## src/rtl/cheri_pkg.sv

```systemverilog
// Shared types for the CHERI load-barrier revocation queue.
// Holds the per-entry lifecycle enum and the entry record kept by cheri_trvk_queue.
package cheri_pkg;

  localparam int unsigned RegAddrW = 5;
  localparam int unsigned CapAddrW = 32;

  // Lifecycle of one outstanding capability load.
  typedef enum logic [1:0] {
    StWaitLd,   // CLC issued, waiting for load data
    StWaitGnt,  // tagged cap loaded, revocation lookup not yet accepted
    StWaitRsp,  // lookup accepted, waiting for the revocation bit
    StDone      // outcome known, waiting to retire in order
  } trvk_state_e;

  typedef struct packed {
    logic                valid;
    logic [RegAddrW-1:0] raddr;
    logic [CapAddrW-1:0] base;
    trvk_state_e         state;
    logic                clr;
  } trvk_entry_t;

endpackage

```

## src/rtl/cheri_trvk_queue.sv

```systemverilog
// In-order queue tracking outstanding capability loads (CLC) through the
// revocation-bit lookup, then retiring each one to the register file.
//
// Ports:
//   clk_i, rst_ni                   clock, async active-low reset
//   rsv_req_i/rsv_addr_i            CLC reservation from the LSU
//   rsv_ready_o                     a slot is free this cycle
//   trsv_en_o/trsv_addr_o           register-ready reservation strobe
//   ld_rvalid_i/ld_cap_valid_i/
//   ld_err_i/ld_base_i              in-order load response
//   rvk_req_o/rvk_addr_o/rvk_gnt_i  revocation-bit lookup request
//   rvk_rvalid_i/rvk_bit_i          in-order lookup response (1 = revoked)
//   trvk_en_o/trvk_addr_o/
//   trvk_clrtag_o                   retire strobe, register, clear-tag
//   busy_o                          at least one entry outstanding
//
// Build option: define CHERI_TRVK_ERRCLR_EN to clear the tag of a register
// whose capability load returned a bus error.
module cheri_trvk_queue
  import cheri_pkg::*;
#(
  parameter int unsigned Depth = 2,
  parameter int unsigned NCAPS = 32
) (
  input  logic                clk_i,
  input  logic                rst_ni,
  input  logic                rsv_req_i,
  input  logic [RegAddrW-1:0] rsv_addr_i,
  output logic                rsv_ready_o,
  output logic                trsv_en_o,
  output logic [RegAddrW-1:0] trsv_addr_o,
  input  logic                ld_rvalid_i,
  input  logic                ld_cap_valid_i,
  input  logic                ld_err_i,
  input  logic [CapAddrW-1:0] ld_base_i,
  output logic                rvk_req_o,
  output logic [CapAddrW-1:0] rvk_addr_o,
  input  logic                rvk_gnt_i,
  input  logic                rvk_rvalid_i,
  input  logic                rvk_bit_i,
  output logic                trvk_en_o,
  output logic [RegAddrW-1:0] trvk_addr_o,
  output logic                trvk_clrtag_o,
  output logic                busy_o
);

  localparam int unsigned PtrW = (Depth > 1) ? $clog2(Depth) : 1;
  localparam int unsigned CntW = $clog2(Depth + 1);

  trvk_entry_t           entries_q [Depth];
  trvk_entry_t           entries_d [Depth];
  logic [PtrW-1:0]       head_q, head_d, tail_q, tail_d;
  logic [CntW-1:0]       count_q, count_d;

  logic                  push, pop;
  logic                  ld_found, gnt_found, rsp_found;
  logic [PtrW-1:0]       ld_idx, gnt_idx, rsp_idx;
  logic                  ld_clr;

  // Slot holding the entry that is 'off' places younger than 'base'.
  function automatic logic [PtrW-1:0] age_slot(input logic [PtrW-1:0] base,
                                               input int unsigned     off);
    return PtrW'((32'(base) + off) % Depth);
  endfunction

`ifdef CHERI_TRVK_ERRCLR_EN
  assign ld_clr = ld_err_i;
`else
  assign ld_clr = 1'b0;
`endif

  assign rsv_ready_o = 32'(count_q) < Depth;
  assign push        = rsv_req_i & rsv_ready_o;
  assign trsv_en_o   = push & (rsv_addr_i != '0) & (32'(rsv_addr_i) < NCAPS);
  assign trsv_addr_o = rsv_addr_i;

  assign pop           = entries_q[head_q].valid & (entries_q[head_q].state == StDone);
  assign trvk_en_o     = pop;
  assign trvk_addr_o   = pop ? entries_q[head_q].raddr : '0;
  assign trvk_clrtag_o = pop & entries_q[head_q].clr;

  assign rvk_req_o  = gnt_found;
  assign rvk_addr_o = gnt_found ? entries_q[gnt_idx].base : '0;
  assign busy_o     = count_q != '0;

  // Oldest entry in each waiting state, scanning from the head in age order.
  always_comb begin
    logic [PtrW-1:0] slot;
    slot      = '0;
    ld_found  = 1'b0;
    gnt_found = 1'b0;
    rsp_found = 1'b0;
    ld_idx    = '0;
    gnt_idx   = '0;
    rsp_idx   = '0;
    for (int unsigned i = 0; i < Depth; i++) begin
      slot = age_slot(head_q, i);
      if (i < 32'(count_q)) begin
        if (!ld_found && entries_q[slot].state == StWaitLd) begin
          ld_found = 1'b1;
          ld_idx   = slot;
        end
        if (!gnt_found && entries_q[slot].state == StWaitGnt) begin
          gnt_found = 1'b1;
          gnt_idx   = slot;
        end
        if (!rsp_found && entries_q[slot].state == StWaitRsp) begin
          rsp_found = 1'b1;
          rsp_idx   = slot;
        end
      end
    end
  end

  // Each event below targets a different entry state, so they never collide.
  always_comb begin
    entries_d = entries_q;
    head_d    = head_q;
    tail_d    = tail_q;

    if (ld_rvalid_i && ld_found) begin
      if (ld_cap_valid_i && !ld_err_i) begin
        entries_d[ld_idx].state = StWaitGnt;
        entries_d[ld_idx].base  = ld_base_i;
      end else begin
        entries_d[ld_idx].state = StDone;
        entries_d[ld_idx].clr   = ld_clr;
      end
    end

    if (gnt_found && rvk_gnt_i) begin
      entries_d[gnt_idx].state = StWaitRsp;
    end

    if (rvk_rvalid_i && rsp_found) begin
      entries_d[rsp_idx].state = StDone;
      entries_d[rsp_idx].clr   = rvk_bit_i;
    end

    if (pop) begin
      entries_d[head_q] = '0;
      head_d            = age_slot(head_q, 1);
    end

    // Push only when not full, so the tail slot is never the entry being popped.
    if (push) begin
      entries_d[tail_q] = '{valid: 1'b1, raddr: rsv_addr_i, base: '0,
                            state: StWaitLd, clr: 1'b0};
      tail_d            = age_slot(tail_q, 1);
    end

    count_d = count_q + CntW'(push) - CntW'(pop);
  end

  always_ff @(posedge clk_i or negedge rst_ni) begin
    if (!rst_ni) begin
      entries_q <= '{default: '0};
      head_q    <= '0;
      tail_q    <= '0;
      count_q   <= '0;
    end else begin
      entries_q <= entries_d;
      head_q    <= head_d;
      tail_q    <= tail_d;
      count_q   <= count_d;
    end
  end

  // Responses with nothing waiting for them are dropped; flag them.
  ld_rsp_expected : assert property (@(posedge clk_i) disable iff (!rst_ni)
                                     ld_rvalid_i |-> ld_found);
  rvk_rsp_expected : assert property (@(posedge clk_i) disable iff (!rst_ni)
                                      rvk_rvalid_i |-> rsp_found);

endmodule

```

## config.mk

```make
export PLATFORM = sky130hd
export DESIGN_NAME = cheri_trvk_queue
export DESIGN_NICKNAME = d
export VERILOG_FILES = /design/src/rtl/cheri_pkg.sv /design/src/rtl/cheri_trvk_queue.sv
export SDC_FILE = /design/constraint.sdc
export NUM_CORES = 1
export LEC_CHECK = 0
export ABC_AREA = 1
export BUFFER_PORTS_ARGS = -buffer_cell sky130_fd_sc_hd__buf_2
export CAP_MARGIN = 20
export CELL_PAD_IN_SITES_DETAIL_PLACEMENT = 0
export CELL_PAD_IN_SITES_GLOBAL_PLACEMENT = 1
export CORE_MARGIN = 4
export CORE_UTILIZATION = 39
export DETAILED_ROUTE_END_ITERATION = 6
export PLACE_DENSITY = 0.89
export SETUP_SLACK_MARGIN = 0.2
export SYNTH_ARGS = -nofsm -noshare
export SYNTH_HDL_FRONTEND = slang
export SYNTH_SLANG_ARGS = --single-unit
```

## constraint.sdc

```tcl
create_clock -name clk_i -period 2.2 [get_ports clk_i]
set_input_delay 0.33 -clock clk_i [delete_from_list [all_inputs] [get_ports clk_i]]
set_output_delay 0.33 -clock clk_i [all_outputs]
set_load 0.01 [all_outputs]
```

======== Word level (Yosys, flattened, before mapping) ========
Cells that the tools add are included.
cells by class
  equality and inequality tests ........... 5
  $lt $le $gt $ge ......................... 14
  mux-type cells .......................... 65
  bitwise logic cells ..................... 12
  reduce and logical (&&, ||, !) cells .... 20
  $add $sub $neg .......................... 4
operator list
  operator             number
  $bwmux 82            8
  $mux 82              6
  $demux 41 s1         8
  $mux 41              5
  $mux 35              4
  $and 82x82->82       1
  $not 82->82          1
  $mux 32              1
  $mux 1               26
  $mux 3               6
  $ge 2x2->1 const B   6
  $logic_and 1x1->1    12
  $not 1->2            6
  $lt 2x1->1 const B   5
  $eq 2x2->1 const B   3
  $mux 5               1
  $reduce_bool 5->1    1
  $and 1x1->1          4
  $eq 2x1->1 const B   2
  $logic_not 1->1      4
  $logic_not 2->1      2
  $lt 1x2->1 const A   2
  $add 1x1->1 const B  2
  $add 2x1->2          1
  3 further kinds      3
storage, ports and cells
  register bits ........................... 86
  input bits .............................. 46
  output and inout bits ................... 48

======== Logic depth before layout (Yosys ltp) ========
Gate-level depths: netlist of run 1.
  word-level depth ........................ 29
  mapped depth ............................ 13
  depth with buffers taken out ............ 11

======== Least setup slack after synthesis of run 1 ========
Ideal clock, no wire load.
  kind .................................... register to output
  start point ............................. register head_q
  end point ............................... output port rvk_addr_o[10]
  data required time ...................... 1870 ps
  arrival time ............................ 1641 ps
  cell stages (with the launch flop) ...... 13
  path slack .............................. 229 ps
  cell sequence ........................... dfrtp_1 buf_6 buf_8 nand2_4 o21ai_4 nor2_1 nand2_1 nand2_1 nand2_1 inv_1 buf_2 nor2_1 nor2_1
between the ends
  word-level cells in the longest chain between the ends .. 16
  elaborated cells between the ends (all ways) .. 26
ends and longest elaborated chain
  what                                        line                     source
  from (decl)                                 cheri_trvk_queue.sv:52   logic [PtrW-1:0] head_q, head_d, tail_q, tail_d;
  from (signal assigned)                      cheri_trvk_queue.sv:158  head_q <= '0;
  from (signal assigned)                      cheri_trvk_queue.sv:163  head_q <= head_d;
  $not 1->2 (not written as such)             cheri_trvk_queue.sv:103  if (!gnt_found && entries_q[slot].state == StWaitGnt) begin
  $mux 41 (not written as such) (3 in a row)  cheri_trvk_queue.sv:103
  $eq 2x1->1                                  cheri_trvk_queue.sv:103
  $mux 1                                      cheri_trvk_queue.sv:103
  $mux 1                                      cheri_trvk_queue.sv:98   if (i < 32'(count_q)) begin
  $logic_not 1->1                             cheri_trvk_queue.sv:103
  $logic_and 1x1->1                           cheri_trvk_queue.sv:103
  $mux 1                                      cheri_trvk_queue.sv:103
  $mux 1                                      cheri_trvk_queue.sv:98
  $not 1->2 (not written as such)             cheri_trvk_queue.sv:83   assign rvk_addr_o = gnt_found ? entries_q[gnt_idx].base : '0;
  $mux 35 (not written as such) (3 in a row)  cheri_trvk_queue.sv:83
  $mux 32 (*)                                 cheri_trvk_queue.sv:83
  to (decl)                                   cheri_trvk_queue.sv:37   output logic [CapAddrW-1:0] rvk_addr_o,
Mark *: on every way between the ends. The rest lies on a longest branch, timed or not. The select of a mux whose other input is x is not followed.

======== Final worst setup path of run 1 ========
  start point ............................. register head_q
  end point ............................... output port rvk_addr_o[17]
Same word-level chain as after synthesis.

==> results of run 1 <==
state kept, by name (all words and copies together) (netlist names):
name,cells
count_q,2
entries_q,82
head_q,1
tail_q,1
worst min-delay path by stage:
stage,from,endpoint,slack (ps),cells past startpoint
3_3_place_gp,rst_ni,entries_q[74],210,1
2_1_floorplan,rst_ni,count_q[0],30,0
3_5_place_dp,rst_ni,entries_q[74],210,1
4_1_cts,ld_base_i[11],entries_q[14],220,3
5_1_grt,ld_base_i[15],entries_q[18],240,3
6_report,ld_base_i[11],entries_q[14],230,3
cell type report:
type	instances	share of cell area (%)
Tap cell	147	2.70
Clock buffer	9	3.31
Clock inverter	7	1.19
Multi-Input combinational cell	469	35.0
Sequential cell	86	31.6
Timing Repair Buffer	163	20.6
Inverter	98	5.66
routing by layer:
metal / vias to the layer above / GRT usage, %
li1: 2345 / -
met3: 26 / 2.90
met4: 2 / 8.62
met1: 2160 / 24.4
met5: - / 0
met2: 107 / 30.6
Yosys cell counts (all sizes together):
master / n / area, um2
a21boi: 2 / 18.8
a21oi: 5 / 25.0
buf: 28 / 203
clkbuf: 8 / 30.0
dfrtp: 86 / 2150
ha: 2 / 25.0
inv: 98 / 375
nand2: 178 / 708
nand3: 14 / 103
nand4: 3 / 25.0
nor2: 204 / 768
nor3: 1 / 16.3
o21ai: 39 / 206
o21bai: 1 / 7.51
o22ai: 16 / 100
or2: 2 / 12.5
xnor2: 1 / 8.76
xor2: 1 / 8.76
cell families (layout without fill, tap and decap cells):
family                     count (synthesis)  in the layout  share of synthesized area (%)
adders and majority gates                  2              2                          0.522
DFF                                       86             86                           44.9
buffers and inverters                    134            277                           12.7
and+or+nand+nor                          402            402                           34.1
xor gates and xnor gates                   2              2                          0.366
AOI/OAI and AO/OA                         63             63                           7.47
through the flow:
step | util, % | cell area, um2
2_1_floorplan | - | 4790
3_3_place_gp | 46.4 | 5580
3_5_place_dp | 46.4 | 5580
4_1_cts | 52.3 | 6280
5_1_grt | 56.7 | 6810
6_report | 56.7 | 6810
worst max-delay path, delay by kind of cell (launching register included):
family | cells | cell delay, ps
buf+inv | 5 | 620
flops | 1 | 480
compound gates | 1 | 70
simple gates | 7 | 630
what timing repair did:
item | 4_1_cts | 5_1_grt
endpoints found under the hold margin | 13 | 0
cloned | 5 | 7
pin swaps | 38 | 20
buffers inserted | 10 | 10
setup endpoints to repair | 108 | 104
gates resized for setup | 94 | 78
hold buffers | 1 | 0
power breakdown:
group          leakage [nW]  internal (mW)  switching [mW]
Sequential             1.15           2.18           0.417
Combinational          2.50           3.43            3.98
Clock                 0.140          0.894           0.688
==> flow_summary.toml, run 1 <==
[logic_synthesis]
syn_area_um2 = 4790
synth_seq_area_share_pct = 44.9
syn-instance-count = 689
synth_cell_types = 33
yosysWarningCount = 0
ys_ff_latch = 86
syn-num-nets = 737
postSynthAreaPerCell_um2 = 6.96

[final_layout]
layout_common_cells = "nor2_1, nand2_1, inv_1"
multiInputGateArea_um2 = 2380
finalNonFillerCells = 979
layout-drive-gt1-share_pct = 34.1
fill_cells = 1075
area_delta_synth_final_pct = 42.2
layout.nets = 875
antenna_cells = 0
regArea_um2 = 2150
mostFrequentLayoutCell = "nor2_1"

[drt]
drtIter0Drc = 268
dr_wl_met3_um = 550
route.detailed.drc = 0
final_antenna_net_count = 0
viasPerCell = 4.74
wl_um = 14200
routed-wl-met2_um = 7030
vias = 4640
topRoutingLayerUsed = "met5"
drt-pass1-iter-count = 4
wl_met1_um = 6280
wire_per_inst_um = 14.5

[sta]
setup_slack_ps = -270
finClkSkew_ps = 8.32
hold_viol_final = 0
worst_slew_pin_slew_ps = 362
setup_viol = 41
tns_ps = -8980
slew_headroom_pct = 75.9
timing.fmax_mhz = 405
hold_ws_ps = 230
finalCriticalPeriod_ps = 2470
rsz0062_at_grt = "yes"
slew_violations = 0
timing.final.crit_share_pct = 112

[cts]
root_buffer = "clkbuf_16"
clkSinkCount = 86
clkTransAtPathRegs_ps = 70
htreeDepth = 3
cts_tree = "built"
cts-buffers-inserted = 9
clk_path_buf_depth = 2
clk_latency_ps = 340

[place]
routabilityCongestion = 0.813
placed_cells = 930
preCtsSetupSlack_ps = -48.8
port_buffers = 93
dp_hpwl_um = 8500

[die]
die_h_um = 119
die_area_um2 = 14100
die-width_um = 119
io-pin-count = 94
start_util_pct = 39.9
design.core.area_um2 = 12000
num_rows = 40

[worst_setup_path]
endpoint = "rvk_addr_o[17]"
timing.rr.end = "count_q[1]"
path_cells = "buf_6 -> nand2_4 -> o21ai_4 -> nor2_4 -> nand2_2 -> nand2_2 -> nand2_4 -> inv_6 -> buf_6 -> buf_12 -> nor2_4 -> nor2_2 -> buf_2"
cp-end-kind = "output port"
crit_path_start = "head_q"
start_kind = "flip-flop"
criticalPathCategory = "flip-flop to output port"
ff2ff_setup_slack_ps = -70
slowest_delay_ps = 480
reg2reg_from = "head_q"
critPathMaxFanout = 6
arrival_ps = 2140
r2r_cells = 14
slowest_stage = "dfrtp_2"
required_ps = 1870

[global_route]
grt.overflow.total = 0
grt_pass1_vias = 4351
grt_pass1_wl_um = 21400
grt_max_degree = 49
grt_use_total_pct = 18.7
antenna_found_initial = 1

[worst_hold_path]
hold_class = "primary input to flip-flop"

[power_and_ir_drop]
leakage_nw = 3.79
total_power_mw = 11.6
ir_worst_vdd_mv = 0.637
p_per_area_nw_per_um2 = 1700

[job]
drv_cap = 0

[status]
status = "complete, but fails checks"
violations = "setup timing"
No activity file was read; power rests on OpenSTA's default activity.
==> inputs of run 2 (changes only) <==
Settings changed: RECOVER_POWER set to 25.
==> run 2 against run 1 <==
Net effect: the flow still finishes with violations (setup timing); design area down 0.33%; sequential share of layout area increased by 0.10 points; first-iteration DRC count shrank 4.1%; register-to-register slack hardly changed; non-clock buffer count unchanged; count of clock-buffer cells in the layout unchanged; clock power about the same; worst setup slack gained 0.75 ps; sequential power hardly changed.
==> flow_summary.toml, run 2 (same netlist as run 1, synthesis figures left out) <==
[drt]
drtIter0Drc = 257
viasPerCell = 4.74
route.detailed.drc = 0
drt-pass1-iter-count = 4
wire_per_inst_um = 14.5
wl_um = 14200
final_antenna_net_count = 0
vias = 4637

[cts]
clkTransAtPathRegs_ps = 70
root_buffer = "clkbuf_16"
clk_path_buf_depth = 2
htreeDepth = 3
clk_latency_ps = 350
clkSinkCount = 86
cts-buffers-inserted = 9
cts_tree = "built"

[worst_setup_path]
ff2ff_setup_slack_ps = -70
reg2reg_from = "head_q"
r2r_cells = 14
required_ps = 1870
start_kind = "flip-flop"
critPathMaxFanout = 6
criticalPathCategory = "flip-flop to output port"
arrival_ps = 2140
cp-end-kind = "output port"
timing.rr.end = "count_q[1]"

[place]
post_dp_cell_area_um2 = 5580
preCtsSetupSlack_ps = -48.8
port_buffers = 93
dp_hpwl_um = 8500
routabilityCongestion = 0.813

[final_layout]
layout-drive-gt1-share_pct = 33.4
mostFrequentLayoutCell = "nor2_1"
finish.utilization_pct = 56.5
reg_top3 = "entries_q x82, count_q x2"
antenna_cells = 0
top_register = "entries_q"
layout.nets = 875
area_delta_synth_final_pct = 41.7
largest_reg_flops = 82
design_area_um2 = 6790
layout_common_cells = "nor2_1, nand2_1, inv_1"
fill_cells = 1076

[worst_hold_path]
hold_class = "primary input to flip-flop"
holdPathEnd = "entries_q[14]"
hp-start = "ld_base_i[11]"
whs_path_depth = 3

[global_route]
grt_pass1_wl_um = 21400
antenna_found_initial = 1
grt_pass1_vias = 4351
grt.overflow.total = 0
grt_max_degree = 49
grt_use_total_pct = 18.7

[power_and_ir_drop]
total_power_mw = 11.6
ir_worst_vdd_mv = 0.638
leakage_nw = 3.76
p_per_area_nw_per_um2 = 1700

[sta]
finalCriticalPeriod_ps = 2470
timing.fmax_mhz = 405
setup_slack_ps = -270
worst_slew_pin_slew_ps = 882
rsz0062_at_grt = "yes"
finClkSkew_ps = 12.4
setup_viol = 41
timing.final.crit_share_pct = 112
tns_ps = -8930
hold_viol_final = 0
slew_headroom_pct = 41.2
slew_violations = 0

[die]
die_h_um = 119
die-width_um = 119
die_area_um2 = 14100
start_util_pct = 39.9
design.core.area_um2 = 12000
io-pin-count = 94
num_rows = 40

[status]
status = "complete, but fails checks"
violations = "setup timing"

[job]
drv_cap = 0
-- run 2: area by class of cell --
type	count	area, um2	area share, %
sequential	86	2150	31.7
clock inverter	7	81.3	1.20
inverter	98	385	5.67
multi-input combinational	469	2380	35.1
tap	147	184	2.71
timing repair buffer	163	1380	20.3
clock buffer	9	225	3.32
-- run 2: routing by layer --
layer / global-route usage (%) / routed length, um / part of all wire, %
met1: 24.4 / 6090 / 43
met2: 30.6 / 7010 / 50
met3: 2.90 / 723 / 5.1
met4: 8.62 / 325 / 2.3
met5: 0 / 12 / 0.085
-- run 2: where the power goes --
group          internal (mW)  switching, mW  total (mW)
logic                   3.42           3.97        7.39
registers               2.18          0.416        2.60
clock network          0.895          0.689        1.58
total                   6.50           5.07        11.6
-- run 2: metrics by stage --
| step | hold slack, ps | cells |
|---|---|---|
| 2_1_floorplan | 34.4 | 689 |
| 3_3_place_gp | 207 | 930 |
| 3_5_place_dp | 213 | 930 |
| 4_1_cts | 220 | 962 |
| 5_1_grt | 236 | 979 |
| 6_report | 231 | 979 |
-- run 2: worst max-delay path by stage --
stage	startpoint	end	slack, ps	cells past startpoint
finish	head_q	rvk_addr_o[17]	-270	13
global route	head_q	rvk_addr_o[31]	-340	13
CTS	head_q	rvk_addr_o[8]	-200	13
detailed placement	head_q	rvk_addr_o[0]	-50	12
global placement	head_q	rvk_addr_o[17]	-20	11
floorplan	head_q	rvk_addr_o[10]	230	12
-- run 2: what timing repair did --
item / CTS / global route
pin swaps: 38 / 20
hold buffers: 1 / 0
cloned: 5 / 7
gates resized for setup: 94 / 78
setup endpoints to repair: 108 / 104
endpoints found under the hold margin: 13 / 0
buffers inserted: 10 / 10
-- run 2: critical path, cell delays in order (launching register included) --
cell	delay (ps)
dfrtp_2	480
buf_6	160
nand2_4	60
o21ai_4	70
nor2_4	150
nand2_2	70
nand2_2	90
nand2_4	90
inv_6	90
buf_6	100
buf_12	120
nor2_4	30
nor2_2	140
buf_2	150
